==> src/rtl/l2_evict_write_buffer_pkg.sv <==
// Shared types for the L2 eviction write buffer: cache line container and FSM states.
package l2_evict_write_buffer_pkg;

    localparam int LINE_BITS = 256;

    typedef logic [LINE_BITS-1:0] cacheline_t;

    typedef enum logic [1:0] {
        S_IDLE  = 2'd0,
        S_READ  = 2'd1,
        S_DRAIN = 2'd2,
        S_RESP  = 2'd3
    } ewb_state_t;

endpackage

==> src/rtl/l2_evict_write_buffer_line_fifo.sv <==
// Line storage for the eviction buffer: circular FIFO of {valid, tag, line}
// with a parallel tag match used for coalescing writes and servicing fills.
module ewb_line_fifo
    import l2_evict_write_buffer_pkg::*;
#(
    parameter int DEPTH = 4,
    parameter int TAG_W = 27
) (
    input  logic                     clk,
    input  logic                     reset,
    input  logic                     push,
    input  logic [TAG_W-1:0]         push_tag,
    input  logic [255:0]             push_data,
    input  logic                     ovr,
    input  logic [$clog2(DEPTH)-1:0] ovr_idx,
    input  logic [255:0]             ovr_data,
    input  logic                     pop,
    input  logic [TAG_W-1:0]         match_tag,
    output logic [DEPTH-1:0]         match,
    output logic [$clog2(DEPTH)-1:0] match_idx,
    output logic [255:0]             match_data,
    output logic [TAG_W-1:0]         head_tag,
    output logic [255:0]             head_data,
    output logic [$clog2(DEPTH):0]   count
);

    localparam int IDX_W = $clog2(DEPTH);
    localparam int CNT_W = IDX_W + 1;

    logic [DEPTH-1:0] valid;
    logic [TAG_W-1:0] tag_mem [DEPTH];
    cacheline_t       data_mem [DEPTH];
    logic [IDX_W-1:0] head;
    logic [IDX_W-1:0] tail;

    always_ff @(posedge clk) begin
        if (reset) begin
            valid <= '0;
            head  <= '0;
            tail  <= '0;
            count <= '0;
        end else begin
            if (push) begin
                valid[tail] <= 1'b1;
                tail        <= tail + 1'b1;
            end
            if (pop) begin
                valid[head] <= 1'b0;
                head        <= head + 1'b1;
            end
            count <= count + CNT_W'(push) - CNT_W'(pop);
        end
    end

    // Payload needs no reset: valid bits gate every use of it.
    always_ff @(posedge clk) begin
        if (push) begin
            tag_mem[tail]  <= push_tag;
            data_mem[tail] <= push_data;
        end
        if (ovr) begin
            data_mem[ovr_idx] <= ovr_data;
        end
    end

    always_comb begin
        match      = '0;
        match_idx  = '0;
        match_data = '0;
        for (int i = 0; i < DEPTH; i++) begin
            match[i] = valid[i] && (tag_mem[i] == match_tag);
            if (match[i]) begin
                match_idx  = IDX_W'(i);
                match_data = data_mem[i];
            end
        end
    end

    assign head_tag  = tag_mem[head];
    assign head_data = data_mem[head];

endmodule

==> src/rtl/l2_evict_write_buffer.sv <==
// L2 pmem-side eviction write buffer: acks writebacks quickly, drains them when
// the L2 is idle, and serves line fills from buffered lines before going to pmem.
//
// state   | meaning
// S_IDLE  | arbitrate: read > write > drain
// S_READ  | line fill forwarded to pmem, waiting for pmem_resp
// S_DRAIN | head entry being written to pmem, not abortable
// S_RESP  | one-cycle mem_resp to the L2
module l2_evict_write_buffer
    import l2_evict_write_buffer_pkg::*;
#(
    parameter int DEPTH    = 4,
    parameter int s_offset = 5
) (
    input  logic         clk,
    input  logic         reset,
    input  logic [31:0]  mem_address,
    input  logic         mem_read,
    input  logic         mem_write,
    input  logic [255:0] mem_wdata,
    output logic [255:0] mem_rdata,
    output logic         mem_resp,
    output logic         ewb_stall,
    output logic [31:0]  pmem_address,
    output logic         pmem_read,
    output logic         pmem_write,
    output logic [255:0] pmem_wdata,
    input  logic [255:0] pmem_rdata,
    input  logic         pmem_resp
);

    localparam int TAG_W = 32 - s_offset;
    localparam int IDX_W = $clog2(DEPTH);
    localparam int CNT_W = IDX_W + 1;

    ewb_state_t       state, state_n;
    cacheline_t       rdata_reg, rdata_n;
    logic             load_rdata;
    logic             push, ovr, pop;
    logic [TAG_W-1:0] line_tag;
    logic [DEPTH-1:0] match;
    logic [IDX_W-1:0] match_idx;
    cacheline_t       match_data;
    logic [TAG_W-1:0] head_tag;
    cacheline_t       head_data;
    logic [CNT_W-1:0] count;
    logic             hit, full;
    logic             unused_offset;

    assign line_tag      = mem_address[31:s_offset];
    assign unused_offset = ^mem_address[s_offset-1:0];
    assign hit           = |match;
    assign full          = (count == CNT_W'(DEPTH));

    ewb_line_fifo #(.DEPTH(DEPTH), .TAG_W(TAG_W)) u_fifo (
        .clk        (clk),
        .reset      (reset),
        .push       (push),
        .push_tag   (line_tag),
        .push_data  (mem_wdata),
        .ovr        (ovr),
        .ovr_idx    (match_idx),
        .ovr_data   (mem_wdata),
        .pop        (pop),
        .match_tag  (line_tag),
        .match      (match),
        .match_idx  (match_idx),
        .match_data (match_data),
        .head_tag   (head_tag),
        .head_data  (head_data),
        .count      (count)
    );

    always_ff @(posedge clk) begin
        if (reset) begin
            state     <= S_IDLE;
            rdata_reg <= '0;
        end else begin
            state <= state_n;
            if (load_rdata) begin
                rdata_reg <= rdata_n;
            end
        end
    end

    always_comb begin
        state_n    = state;
        rdata_n    = match_data;
        load_rdata = 1'b0;
        push       = 1'b0;
        ovr        = 1'b0;
        pop        = 1'b0;
        case (state)
            S_IDLE: begin
                if (mem_read) begin
                    if (hit) begin
                        load_rdata = 1'b1;
                        state_n    = S_RESP;
                    end else begin
                        state_n = S_READ;
                    end
                end else if (mem_write) begin
                    if (hit) begin
                        ovr     = 1'b1;
                        state_n = S_RESP;
                    end else if (!full) begin
                        push    = 1'b1;
                        state_n = S_RESP;
                    end else begin
                        // L2 keeps the write asserted; it is taken after the drain frees a slot.
                        state_n = S_DRAIN;
                    end
                end else if (count != '0) begin
                    state_n = S_DRAIN;
                end
            end
            S_READ: begin
                if (pmem_resp) begin
                    rdata_n    = pmem_rdata;
                    load_rdata = 1'b1;
                    state_n    = S_RESP;
                end
            end
            S_DRAIN: begin
                if (pmem_resp) begin
                    pop     = 1'b1;
                    state_n = S_IDLE;
                end
            end
            S_RESP:  state_n = S_IDLE;
            default: state_n = S_IDLE;
        endcase
    end

    assign mem_resp   = (state == S_RESP);
    assign mem_rdata  = mem_resp ? rdata_reg : '0;
    assign pmem_read  = (state == S_READ);
    assign pmem_write = (state == S_DRAIN);
    assign pmem_wdata = pmem_write ? head_data : '0;
    assign ewb_stall  = full | pmem_write;

    always_comb begin
        pmem_address = '0;
        if (pmem_read) begin
            pmem_address = {line_tag, {s_offset{1'b0}}};
        end else if (pmem_write) begin
            pmem_address = {head_tag, {s_offset{1'b0}}};
        end
    end

endmodule

==> config.mk <==
export PLATFORM = sky130hd
export DESIGN_NAME = l2_evict_write_buffer
export DESIGN_NICKNAME = d
export VERILOG_FILES = /design/src/rtl/l2_evict_write_buffer_pkg.sv /design/src/rtl/l2_evict_write_buffer_line_fifo.sv /design/src/rtl/l2_evict_write_buffer.sv
export SDC_FILE = /design/constraint.sdc
export NUM_CORES = 2
export LEC_CHECK = 0
export ABC_AREA = 1
export ABC_CLOCK_PERIOD_IN_PS = 26200
export BUFFER_PORTS_ARGS = -buffer_cell sky130_fd_sc_hd__buf_2
export CORE_AREA = 4 4 429 431
export DETAILED_ROUTE_END_ITERATION = 6
export DIE_AREA = 0 0 433 435
export GPL_TIMING_DRIVEN = 0
export PLACE_DENSITY = 0.63
export RECOVER_POWER = 50
export SYNTH_ARGS = -nofsm -noshare
export SYNTH_HDL_FRONTEND = slang
export SYNTH_SLANG_ARGS = --single-unit
==> constraint.sdc <==
create_clock -name clk -period 26.2 [get_ports clk]
set_clock_uncertainty 0.2 [all_clocks]
set_input_delay 5.24 -clock clk [delete_from_list [all_inputs] [get_ports clk]]
set_output_delay 5.24 -clock clk [all_outputs]
set_load 0.01 [all_outputs]
* Word level (Yosys, flattened, before mapping)
Memory sizes are Yosys's and may differ from the RTL's. A register that Yosys moved wholly into a read port is not among the register bits. Index checks and enable logic that the tools add are counted.
Word-level totals: bits in registers 269, memory bits (writable) 1132, input port bits 549, output and inout port bits 548, logic and storage cells 95, memories 2
Memories:
- u_fifo.data_mem | words 4, width 256, rd ports 5, clocked after Yosys merged registers in 1, wr ports 1, line l2_evict_write_buffer_line_fifo.sv:32 | cacheline_t data_mem [DEPTH];
- u_fifo.tag_mem | words 4, width 27, rd ports 5, clocked after Yosys merged registers in 1, wr ports 1, line l2_evict_write_buffer_line_fifo.sv:31 | logic [TAG_W-1:0] tag_mem [DEPTH];
Operators by class: add/subtract/negate cells 4, $lt $le $gt $ge 4, equality and inequality tests 11, mux-type cells 53, bitwise logic cells 4, reduce and logical (&&, ||, !) cells 11
Operators with widths (count):
- 256-bit 2-to-1 mux | 9
- 256-bit OR reduction | 1
- 27-bit == test | 4
- 32-bit 2-to-1 mux | 2
- 2-bit 2-to-1 mux | 13
- 1-bit 2-to-1 mux | 22
- 4-bit 2-to-1 mux | 3
- 2-bit one-hot mux with 4 select lines | 1
- 1-bit logical AND | 6
- 2-bit by 3-bit less-than comparator with 1-bit output, second input constant | 2
- 2-bit by 1-bit adder with 2-bit output, second input constant | 2
- 4-bit AND | 1
- 1-bit demux with 2-bit select | 2
- 2-bit == test, second input constant | 2
- 2-bit by 1-bit >= comparator with 1-bit output, second input constant | 2
- 2-bit by 1-bit inequality test with 1-bit output, second input constant | 2
- 4-bit inequality test, second input constant | 1
- 4-bit NOT | 1
- 4-bit bitwise OR | 1
- 4-bit OR reduction | 1
- 3-bit by 1-bit adder with 3-bit output | 1
- 3-bit == test, second input constant | 1
- 3-bit AND reduction | 1
- 3-bit nonzero test | 1
- 5 further kinds | 5

* Depth between registers and ports, before layout
An unclocked memory read counts as a cell.
depth after elaboration 12, gate-level depth with buffers 18, depth with buffers taken out 15

* By module
From an unflattened synthesis, not the netlist that was laid out.
Second synthesis, totals: cell total of the unflattened synthesis 11447, area total of the unflattened synthesis 82826.9 um^2
Modules (own cells, without submodules):
- ewb_line_fifo | instances 1, cells each 8031, area each 64810.9 um^2, sequential area each 34252.9 um^2
- l2_evict_write_buffer | instances 1, cells each 3416, area each 18016.0 um^2, sequential area each 5165.0 um^2

* Least setup slack after synthesis
OpenSTA, ideal clock, no wires.
path kind input-to-reg, start in mem_address[31], end mem u_fifo.data_mem[0][0] (netlist bit), enable pin, arrival time 17004 ps, required time 25122 ps, setup slack 8118 ps, stages on the path 15, path buffers 1, cells stage by stage buf_2 inv_1 nand2_1 nand2_1 nor2_1 nand2_1 nor2_1 nand2_1 nor2_2 nor2_2 nand2_2 nand2_1 nand2_1 nand4_1 nor2_1
On the way: longest elaborated chain between the ends 11, elaborated cells between the ends (all ways) 27
RTL lines:
- start, declared | line l2_evict_write_buffer.sv:17 | input logic [31:0] mem_address,
- 27-bit == test | line l2_evict_write_buffer_line_fifo.sv:71 | match[i] = valid[i] && (tag_mem[i] == match_tag);
- 1-bit logical AND | line l2_evict_write_buffer_line_fifo.sv:71
- 4-bit OR reduction | line l2_evict_write_buffer.sv:52 | assign hit = |match;
- 1-bit 2-to-1 mux | line l2_evict_write_buffer.sv:103 | if (hit) begin
- 1-bit 2-to-1 mux | line l2_evict_write_buffer.sv:102 | end else if (mem_write) begin
- 1-bit 2-to-1 mux | line l2_evict_write_buffer.sv:95 | if (mem_read) begin
- 1-bit 2-to-1 mux | line l2_evict_write_buffer.sv:93 | case (state)
- 1-bit 2-to-1 mux | line l2_evict_write_buffer_line_fifo.sv:61 | if (ovr) begin
- 1-bit 2-to-1 mux (not written as such) | line l2_evict_write_buffer_line_fifo.sv:62 | data_mem[ovr_idx] <= ovr_data;
- 256-bit OR reduction (no source line)
- 2-bit 2-to-1 mux (no source line) or 1-bit 2-to-1 mux (tied branches)
- end, declared | line l2_evict_write_buffer_line_fifo.sv:32
Several ways; a longest one is shown, not always the timed one.

* Final worst setup path
start in mem_address[13], end out pmem_address[13]
On the way: longest elaborated chain between the ends 1
RTL lines:
- 32-bit 2-to-1 mux | line l2_evict_write_buffer.sv:144 | if (pmem_read) begin
- end, declared | line l2_evict_write_buffer.sv:24 | output logic [31:0] pmem_address,
No other way between the ends.

==> summary by stage <==
Die
The core region is 0.180 mm². The I/O pin total is 1097. The die outline width is 433 µm.

The die is 435 µm tall. The floorplan has 156 rows. The floorplan step defined a die boundary enclosing 0.188 mm². For this configuration, the core starts out at a cell density of 38.4%.

Power and ir drop
Of the total power, combinational logic draws 21.6%. Net switching is 32.2% of the power. The maximum vdd drop is 0.0000618 V. The internal power of the cells totals 0.00427 W.

The total chip power is 0.00629 W. The clock network burns 36.8% of the power. In this run the power density over the cells is 75.3 mW/mm². The portion of total power attributed to sequential cells is 41.6%. The leakage power is 31.2 nW. The net switching power is 0.00202 W.

Timing
The setup total negative slack is 0 ns. Setup violations remaining at the end of the flow were counted as 0. The count of pins over their slew limit is 132. The remaining max-slew budget at the tightest pin is -54.3%. Counting I/O delays and the setup requirement, the final critical path takes 11.94 ns. In the finished design, the share of the clock period the worst path needs comes to 45.6%.

The maximum achievable frequency is 83.8 MHz. Setup repair after global routing left no endpoint under its margin. For the pin with the worst max-slew slack, the measured transition is 2.31 ns. The count of final hold-check violations is 0. The final worst hold slack is 0.304 ns.

Drt
The post-route antenna net violation count is 0. The via count of the routed design is 67000. The initial DRC count is 8299.

The DRC violation count after routing is 0. After detailed routing, the average wire length per cell comes to 26.3 µm. For this run, the detailed router's first-pass iteration total came to 6.

Dividing the detail-routed via count by the number of cells gives 5.46. The total length of routed wires is 322 mm.

GRT
The met2 routing resource usage after global routing is 50.0%. The highest-utilization routing layer at the global route stage is met2. For met3 alone, demand over resource in global routing was 7.25%.

The first-pass GRT wire length is 448 mm. Global routing consumed, over all layers together, 32.8% of the routing resources. The via count of the first global-routing pass is 62300. In the global route stage, met1 resource usage came out at 40.9%. Entering global routing, the biggest net connects 27 pins. The sum of overflow across all layers after global routing is 0. The initial antenna violation count came to 125.

Synth
After synthesis, the cell types taking the most area are sky130_fd_sc_hd__edfxtp_1, sky130_fd_sc_hd__nor2_1, sky130_fd_sc_hd__nand2_1. Counting every instance in the synthesized netlist gives 8367. The share of async-settable or async-resettable flops after synthesis is 0%. Counting flops with a built-in enable in the synthesized netlist gives 1132. Among all flip-flop cells after synthesis, the most frequent one is sky130_fd_sc_hd__edfxtp_1. The share of synthesized area in the top cell type comes to 49.2%. Sorting the synthesized cells by how often they occur yields sky130_fd_sc_hd__nor2_1, sky130_fd_sc_hd__nand2_1, sky130_fd_sc_hd__edfxtp_1.

The most frequent cell after synthesis is sky130_fd_sc_hd__nor2_1. The mapped cell area is 0.0691 mm². The share of the Yosys chip area taken by registers is 57.0%.

Counting distinct cell types in the post-synthesis netlist gives 34. The synthesized area divided by synthesized cell count is 8.26 µm². The Yosys step of the flow raised 0 warnings. The flop and latch count out of synthesis is 1403. Summed over all instances, the cell type with the most area after synthesis is sky130_fd_sc_hd__edfxtp_1.

Clock network
The hold-fix buffer count after cts is 0. Clock-pin slew was measured on the worst setup and hold paths at 0.06 ns. Once the clock tree was built, the resizer swapped 0 gates to a different size. The tree built by TritonCTS fans out to 1403 sinks. The H-tree depth reported by CTS is 4.

The clock tree root driver cell is sky130_fd_sc_hd__clkbuf_16. TritonCTS created 159 clock buffers. The TritonCTS clock tree is built. The later pin in the worst-skew pair is clocked with a latency of 0.81 ns. The deepest clock path buffer count is 3. Post-CTS timing repair inserted 0 buffers for setup.

Worst setup path
The number of cells on the worst reg-to-reg path is 19. The kind of start point of the critical path is an input pin. Setup slack on the worst reg-to-reg path comes out at 20.17 ns. The delay contributed by the slowest stage of the critical path is 0.53 ns. By startpoint and endpoint, the worst setup path is classified as in -> out. The slowest library cell on the worst path is sky130_fd_sc_hd__o21ai_0. STA classifies the critical path endpoint as an output port.

For the worst setup path, the data required time is 20.76 ns. The signal on the critical path passes through clkbuf_1, inv_2, o21ai_0, buf_2. The critical path data arrival time is 6.50 ns. In this run the critical register-to-register path is launched from u_fifo.tag_mem[0][16]$_DFFE_PP_.

The highest fanout seen on the critical path is 8. The endpoint identified for the worst register-to-register timing path is u_fifo.data_mem[0][173]$_DFFE_PP_.

Finish
The proportion of layout cells with a drive suffix above 1 is 11.0%. The layout overhead on the synthesized area is 20.8%. The register with the most flip-flops in the layout has 1024 of them. At the end of the flow the core is filled with cells to 46.4%.

At the end of the flow, the number of nets in the layout was 10200.

Job
The tool flagged a number of max-cap violations equal to 9.

Worst hold path
The class of the tightest hold or removal check is reg -> reg. Counting instances, the worst hold path has a depth of 2. In this run the most critical hold path is launched from rdata_reg[235]$_SDFFE_PP0P_. The worst-case hold path end point is rdata_reg[235]$_SDFFE_PP0P_.

Place
In this run the tool buffered the top-level ports with 1085 buffer cells. The sum of net half-perimeters after detailed placement is 239 mm. The congestion estimate from routability-driven global placement came to 1.08.

Run status
The run finished, with violations left. The checks that failed: capacitance limit, slew limit.
layout make-up:
type                       count  area [µm²]
fill                       18000       96600
sequential                  1403       39400
multi-input combinational   5739       24700
timing repair buffer        1138        5830
clock buffer                 225        4560
tap                         2370        2970
buffer                       566        2510
inverter                     663        2490
clock inverter                70         866
antenna                       97         243
per-stage QoR:
step | std cells | instance area, µm² | worst slack, ns
6_report | 12300 | 83500 | 14.26
5_1_grt | 12200 | 83500 | 14.24
4_1_cts | 12200 | 84100 | 14.55
3_5_place_dp | 11900 | 78700 | 14.56
3_3_place_gp | 11800 | 77500 | -4.12
2_1_floorplan | 8371 | 69100 | 8.12
worst max path at each step:
stage                               start                          endpoint  slack (ns)  cells after the start
after floorplan           mem_address[31]   u_fifo.data_mem[0][0]$_DFFE_PP_        8.12                     15
final                     mem_address[13]                  pmem_address[13]       14.26                      4
after CTS                  mem_address[5]                   pmem_address[5]       14.55                      4
after global placement    mem_address[31]  u_fifo.data_mem[3][78]$_DFFE_PP_       -4.12                     12
after global routing       mem_address[5]                   pmem_address[5]       14.24                      4
after detailed placement   mem_address[5]                   pmem_address[5]       14.56                      4
routing by layer:
layer,up-vias,share of wire (%)
li1,30000,-
met1,31900,38
met2,4159,45
met3,819,9.7
met4,22,7.8
met5,-,0.052
layout by cell type, fill, tap and decap left out, types with 5 or more instances in the layout:
| master | count |
|---|---|
| sky130_fd_sc_hd__nor2_1 | 2385 |
| sky130_fd_sc_hd__nand2_1 | 1564 |
| sky130_fd_sc_hd__edfxtp_1 | 1132 |
| sky130_fd_sc_hd__clkbuf_1 | 908 |
| sky130_fd_sc_hd__buf_2 | 713 |
| sky130_fd_sc_hd__inv_1 | 638 |
| sky130_fd_sc_hd__o21ai_0 | 618 |
| sky130_fd_sc_hd__a21oi_1 | 574 |
| sky130_fd_sc_hd__dfxtp_1 | 271 |
| sky130_fd_sc_hd__o211ai_1 | 255 |
| sky130_fd_sc_hd__o21ai_1 | 246 |
| sky130_fd_sc_hd__clkbuf_16 | 166 |
| sky130_fd_sc_hd__diode_2 | 97 |
| sky130_fd_sc_hd__buf_12 | 43 |
| sky130_fd_sc_hd__nand3_1 | 27 |
| sky130_fd_sc_hd__buf_1 | 26 |
| sky130_fd_sc_hd__xnor2_1 | 25 |
| sky130_fd_sc_hd__inv_2 | 23 |
| sky130_fd_sc_hd__buf_6 | 23 |
| sky130_fd_sc_hd__clkinv_1 | 21 |
| sky130_fd_sc_hd__buf_4 | 19 |
| sky130_fd_sc_hd__clkinv_2 | 18 |
| sky130_fd_sc_hd__clkbuf_8 | 18 |
| sky130_fd_sc_hd__bufinv_16 | 13 |
| sky130_fd_sc_hd__ha_1 | 10 |
| sky130_fd_sc_hd__clkbuf_2 | 8 |
| sky130_fd_sc_hd__nand4_1 | 8 |
| sky130_fd_sc_hd__o22ai_1 | 6 |
| sky130_fd_sc_hd__conb_1 | 5 |
kinds of logic (layout without fill, tap and decap cells):
logic type,Yosys count,count (layout),synth area share [%]
and+or+nand+nor,3994,3994,21.8
AOI/OAI and AO/OA,1702,1702,13.3
DFF,1403,1403,57.0
buffers and inverters,1229,2662,7.33
xor gates and xnor gates,27,27,0.342
adders and majority gates,11,11,0.210
other,1,102,0.00543
power by group through the flow:
stage	Combinational, W	Clock (W)	Sequential [W]
2_1_floorplan	0.000684	0	0.00267
3_3_place_gp	0.00131	0	0.00272
3_5_place_dp	0.00135	0	0.00266
4_1_cts	0.00135	0.00233	0.00261
5_1_grt	0.00145	0.00242	0.00263
6_report	0.00136	0.00232	0.00262
worst max-delay path: cells and delay by family:
family                 cells  cell delay [ns]
buffers and inverters      3             0.72
AOI/OAI and AO/OA          1             0.53
No activity file was read; power rests on OpenSTA's default activity.
